[config.mk]
export PLATFORM = sky130hd
export DESIGN_NAME = tt_sweeper
export DESIGN_NICKNAME = d
export VERILOG_FILES = /design/src/rtl/tt_sweep_pkg.sv /design/src/rtl/tt_hold_timer.sv /design/src/rtl/tt_sweeper.sv
export SDC_FILE = /design/constraint.sdc
export NUM_CORES = 1
export LEC_CHECK = 0
export CAP_MARGIN = 25
export CORE_ASPECT_RATIO = 0.75
export CORE_UTILIZATION = 47
export DETAILED_ROUTE_END_ITERATION = 10
export PLACE_DENSITY_LB_ADDON = 0.25
export SLEW_MARGIN = 20
export SYNTH_ARGS = -nofsm -noshare
export SYNTH_HDL_FRONTEND = slang
export SYNTH_SLANG_ARGS = --single-unit
[constraint.sdc]
create_clock -name clk -period 3.2 [get_ports clk]
set_clock_uncertainty 0.05 [all_clocks]
set_input_delay 0.64 -clock clk [delete_from_list [all_inputs] [get_ports clk]]
set_output_delay 0.64 -clock clk [all_outputs]
set_load 0.1 [all_outputs]
[src/rtl/tt_sweep_pkg.sv]
// Shared types and limits for the truth-table sweeper.
package tt_sweep_pkg;
  localparam int unsigned N_MAX    = 8;
  localparam int unsigned HOLD_MAX = 15;
  localparam int unsigned HOLD_W   = 4;

  typedef enum logic [1:0] {
    IDLE,
    DRIVE,
    FINISH
  } tt_state_t;
endpackage

[src/rtl/tt_hold_timer.sv]
// Per-vector settle timer: reloads on each new vector, flags expiry at zero.
module tt_hold_timer
  import tt_sweep_pkg::*;
(
  input  logic              clk,
  input  logic              reset_n,
  input  logic              load,
  input  logic [HOLD_W-1:0] value,
  output logic              expire
);

  logic [HOLD_W-1:0] count;

  always_ff @(posedge clk or negedge reset_n) begin
    if (!reset_n) begin
      count <= '0;
    end else if (load) begin
      count <= value;
    end else if (count != '0) begin
      count <= count - HOLD_W'(1);
    end
  end

  assign expire = (count == '0);

endmodule

[src/rtl/tt_sweeper.sv]
// Truth-table sweeper: drives every input vector, samples y_in after the
// settle time and scores it against EXPECTED. Observed-table capture is
// built only when TT_SWEEP_OBS_EN is defined.
module tt_sweeper
  import tt_sweep_pkg::*;
#(
  parameter int unsigned      N        = 3,
  parameter logic [2**N-1:0]  EXPECTED = 8'h31,
  parameter int unsigned      HOLD     = 1
) (
  input  logic              clk,
  input  logic              reset_n,
  input  logic              start,
  input  logic              abort,
  output logic [N-1:0]      vec_out,
  input  logic              y_in,
  output logic              busy,
  output logic              done,
  output logic              pass,
  output logic [N:0]        err_count,
  output logic [N-1:0]      first_fail,
  output logic [2**N-1:0]   obs_table
);

  localparam logic [HOLD_W-1:0] HOLD_V = HOLD_W'(HOLD);

  tt_state_t    state, state_next;
  logic         expire;
  logic         launch, sample, advance, last_vec, mismatch;
  logic [N:0]   work_err, err_next;
  logic [N-1:0] work_first, first_next;

  assign last_vec = (vec_out == '1);
  assign mismatch = y_in ^ EXPECTED[vec_out];
  assign launch   = (state == IDLE) && start && !abort;
  assign sample   = (state == DRIVE) && expire && !abort;
  assign advance  = sample && !last_vec;

  tt_hold_timer u_timer (
    .clk     (clk),
    .reset_n (reset_n),
    .load    (launch | advance),
    .value   (HOLD_V),
    .expire  (expire)
  );

  always_ff @(posedge clk or negedge reset_n) begin
    if (!reset_n) state <= IDLE;
    else          state <= state_next;
  end

  always_comb begin
    state_next = state;
    unique case (state)
      IDLE:    if (launch) state_next = DRIVE;
      DRIVE:   if (abort) state_next = IDLE;
               else if (sample && last_vec) state_next = FINISH;
      FINISH:  state_next = IDLE;
      default: state_next = IDLE;
    endcase
  end

  always_comb begin
    busy = (state == DRIVE);
    done = (state == FINISH);
  end

  // Final sample folds straight into the published results so they are valid in FINISH.
  always_comb begin
    err_next   = work_err + (N+1)'(mismatch);
    first_next = (mismatch && work_err == '0) ? vec_out : work_first;
  end

  always_ff @(posedge clk or negedge reset_n) begin
    if (!reset_n) begin
      vec_out    <= '0;
      work_err   <= '0;
      work_first <= '0;
      err_count  <= '0;
      first_fail <= '0;
      pass       <= 1'b0;
    end else if (launch) begin
      vec_out    <= '0;
      work_err   <= '0;
      work_first <= '0;
    end else if (state == DRIVE && abort) begin
      vec_out <= '0;
      pass    <= 1'b0;
    end else if (sample) begin
      work_err   <= err_next;
      work_first <= first_next;
      if (last_vec) begin
        vec_out    <= '0;
        err_count  <= err_next;
        first_fail <= first_next;
        pass       <= (err_next == '0);
      end else begin
        vec_out <= vec_out + N'(1);
      end
    end
  end

`ifdef TT_SWEEP_OBS_EN
  always_ff @(posedge clk or negedge reset_n) begin
    if (!reset_n)    obs_table <= '0;
    else if (launch) obs_table <= '0;
    else if (sample) obs_table[vec_out] <= y_in;
  end
`else
  assign obs_table = '0;
`endif

endmodule

==> metrics.cfg <==
[logic_synthesis]
muxShareOfSynthArea_pct = 2.344
yosysWarnings = 0
synth_top_area_cell = dfrtp_1
synth_area_leaders = dfrtp_1 42%, nand2_1 5.7%, ha_1 5.2%
netlist.area_leader.share_pct = 41.67
ys_types = 43
yosys.area_share.simple_pct = 28.30
synth_top_family_by_area = simple AND/OR/NAND/NOR gates
syn-cell-area_sq_um = 1441
synthAdderAreaFrac_pct = 5.208
yosysSeqAreaShare_pct = 41.67
ys_async_sr_fraction_pct = 100.0
syn_inst = 154
synth_ff_type = dfrtp_1
synth-xor-area-share_pct = 1.215
synth-compound-area-share_pct = 12.93
synth-edff-count = 0
synth_seq_cells = 24
syn_avg_cell_area_sq_um = 9.360

[die]
core.rowCount = 17
die-area_sq_um = 3295
fp.dieW_um = 65.95
start_util_pct = 49.10
core_sq_um = 2935
dieHeight_um = 49.96
ios = 26

[clock_network]
clkLatencyLatePin_ns = 0.27
htreeDepth = 1
ctsResizeCount = 0
cts_inserted_buffers = 3
ctsHoldBuffers = 0
cts_root_buffer = clkbuf_8
cts_tree = built
cts_sinks = 24
cts_setup_buffers = 0
clk_pin_slew_worst_paths_ns = 0.08
clockBufferDepth = 2

[critical_path]
cp_max_fo = 5
regToRegEndpoint = pass
crit_arrival_ns = 3.10
timing.critical_path.buf_inv = 1
max_stage_delay_ns = 0.51
r2r_cells = 10
start_kind = register
crit_path_end_kind = register
crit_slowest_cell = dfrtp_4
crit_required_ns = 3.36
crit_path_frequent_cell = ha_1
critPathKind = reg2reg
r2r-start = vec_out[1]
r2r_slack_ns = 0.26
crit_chain = inv_1 > ha_1 > nor2b_1 > o21a_1 > nor2_1 > ha_1 > ha_1 > or3_2 > a2111oi_0 > a311o_1
cp_top_family = simple AND/OR/NAND/NOR gates

[sta]
finalMaxSlewViolations = 0
setup_viol = 0
setup-tns-final_ns = 0
rsz0062_at_grt = no
fin_ws_ns = 0.2633
hold_viol_final = 0
finalCritPeriodShare_pct = 91.77
period_minus_slack_ns = 2.937
max_freq_mhz = 340.5
slew-limit-headroom_pct = 61.70
tightest_slew_ns = 0.5727

[cells_and_area]
n_antenna_cell = 0
final_cell_mix = 22 x nand2_1, 22 x dfrtp_1, 16 x buf_4
final_net_count = 185
area_delta_synth_final_pct = 14.15
n_fill_cell = 262
drive_gt1_share_pct = 21.39

[route]
vias_per_cell = 5.555
dr.pass1.iters = 4
finalWirelength_um = 2880
wl_per_cell_um = 13.65
drc_errors = 0
vias = 1172
drt_first_iter_violations = 46
antenna_left = 0

[power]
swShare_pct = 38.53
power_mw = 0.9063
p_int_mw = 0.5571
power_density_nw_per_um2 = 550.8
peakVddDrop_mv = 0.4673
p_switching_mw = 0.3492
p_seq_share_pct = 41.5
power_frac_clock_pct = 23.0
p_comb_share_pct = 35.6
p_leak_nw = 0.7820

[placed_design]
portBuffers = 17
place_ws_ns = 0.1419
place_hpwl_um = 2171
routabilityCongestion = 0.8048

[global_route]
grt_pass1_wl_um = 4988
track_usage_pct = 20.07
grt_pass1_vias = 1042
grt-ovfl-total = 0
antenna_found_initial = 0
grt_max_degree = 14

[min_path]
holdPathEnd = err_count[1]
hp-class = reg2reg
whs_path_depth = 1
min_from = err_count[1]

[job]
maxCapViolCount = 0

[run_status]
status = finished, final reports clean

[layout make-up]
class | instances | area, sq um | share of cell area, %
flip-flops and latches | 24 | 608.1 | 36.96
well taps | 38 | 47.55 | 2.890
multi-input cells | 120 | 755.7 | 45.93
clock buffers | 4 | 55.05 | 3.346
inverters | 5 | 18.77 | 1.141
repair buffers | 20 | 160.2 | 9.734
[routing by layer]
metal  vias up  track usage (%)  wire length [um]
li1        577                -                 -
met2        38            29.93              1301
met1       550            28.70              1396
met5         -                0                 0
met4         0            4.255                27
met3         7            5.787               154
[cell usage after synthesis, types with 3 or more instances]
library cell and number:
nor2_1 11, dfrtp_1 24, a31oi_1 3, o311ai_1 3
buf_4 8, nor2b_1 4, a21oi_1 8, mux2_2 3
o31ai_1 3, nand2_1 22, buf_6 3, inv_1 5
nand3_1 9, nor3_1 4, o21ai_0 5, ha_1 6
[cell families after synthesis]
logic type,Yosys count
AO/OA/AOI/OAI,29
XOR/XNOR,2
adder cells (fa/ha/maj),6
buffers and inverters,17
flip-flops,24
multiplexers,3
other,1
AND/OR/NAND/NOR,72
[power groups by stage]
stage | clock network, mW | logic (mW) | registers (mW)
after floorplan | 0 | 0.254 | 0.396
after global placement | 0 | 0.313 | 0.379
after detailed placement | 0 | 0.321 | 0.381
after CTS | 0.214 | 0.323 | 0.375
after global routing | 0.231 | 0.362 | 0.382
final | 0.208 | 0.322 | 0.376
[flip-flops by register name, summed over array words and instances, names as in the netlist]
| register | cells |
|---|---|
| err_count | 4 |
| first_fail | 3 |
| pass | 1 |
| state | 2 |
| u_timer.count | 4 |
| vec_out | 3 |
| work_err | 4 |
| work_first | 3 |
[worst max path at each step]
| stage | from | to | slack (ns) | cells past startpoint |
|---|---|---|---|---|
| after CTS | vec_out[1] | pass | 0.31 | 10 |
| after detailed placement | y_in | pass | 0.14 | 8 |
| after floorplan | vec_out[2] | pass | 0.03 | 8 |
| after global routing | vec_out[0] | pass | 0.05 | 10 |
| after global placement | y_in | pass | 0.21 | 8 |
| final | vec_out[1] | pass | 0.26 | 10 |
[stage by stage]
stage,area (sq um),utilization [%],instances,hold slack (ns)
floorplan,1480,-,161,0.2944
global placement,1590,54.18,207,0.4416
detailed placement,1590,54.18,207,0.4465
CTS,1645,56.05,211,0.4784
global route,1645,56.05,211,0.5132
finish,1645,56.05,211,0.4763
[worst reg2reg max path: cells and delay by family (launching register included)]
| family | cells | cell delay, ns |
|---|---|---|
| and+or+nand+nor | 3 | 0.79 |
| buffers and inverters | 1 | 0.12 |
| adders and majority gates | 3 | 0.62 |
| DFF | 1 | 0.51 |
| AOI/OAI and AO/OA | 3 | 0.79 |
Note: power is estimated with default switching activity, not from simulation.
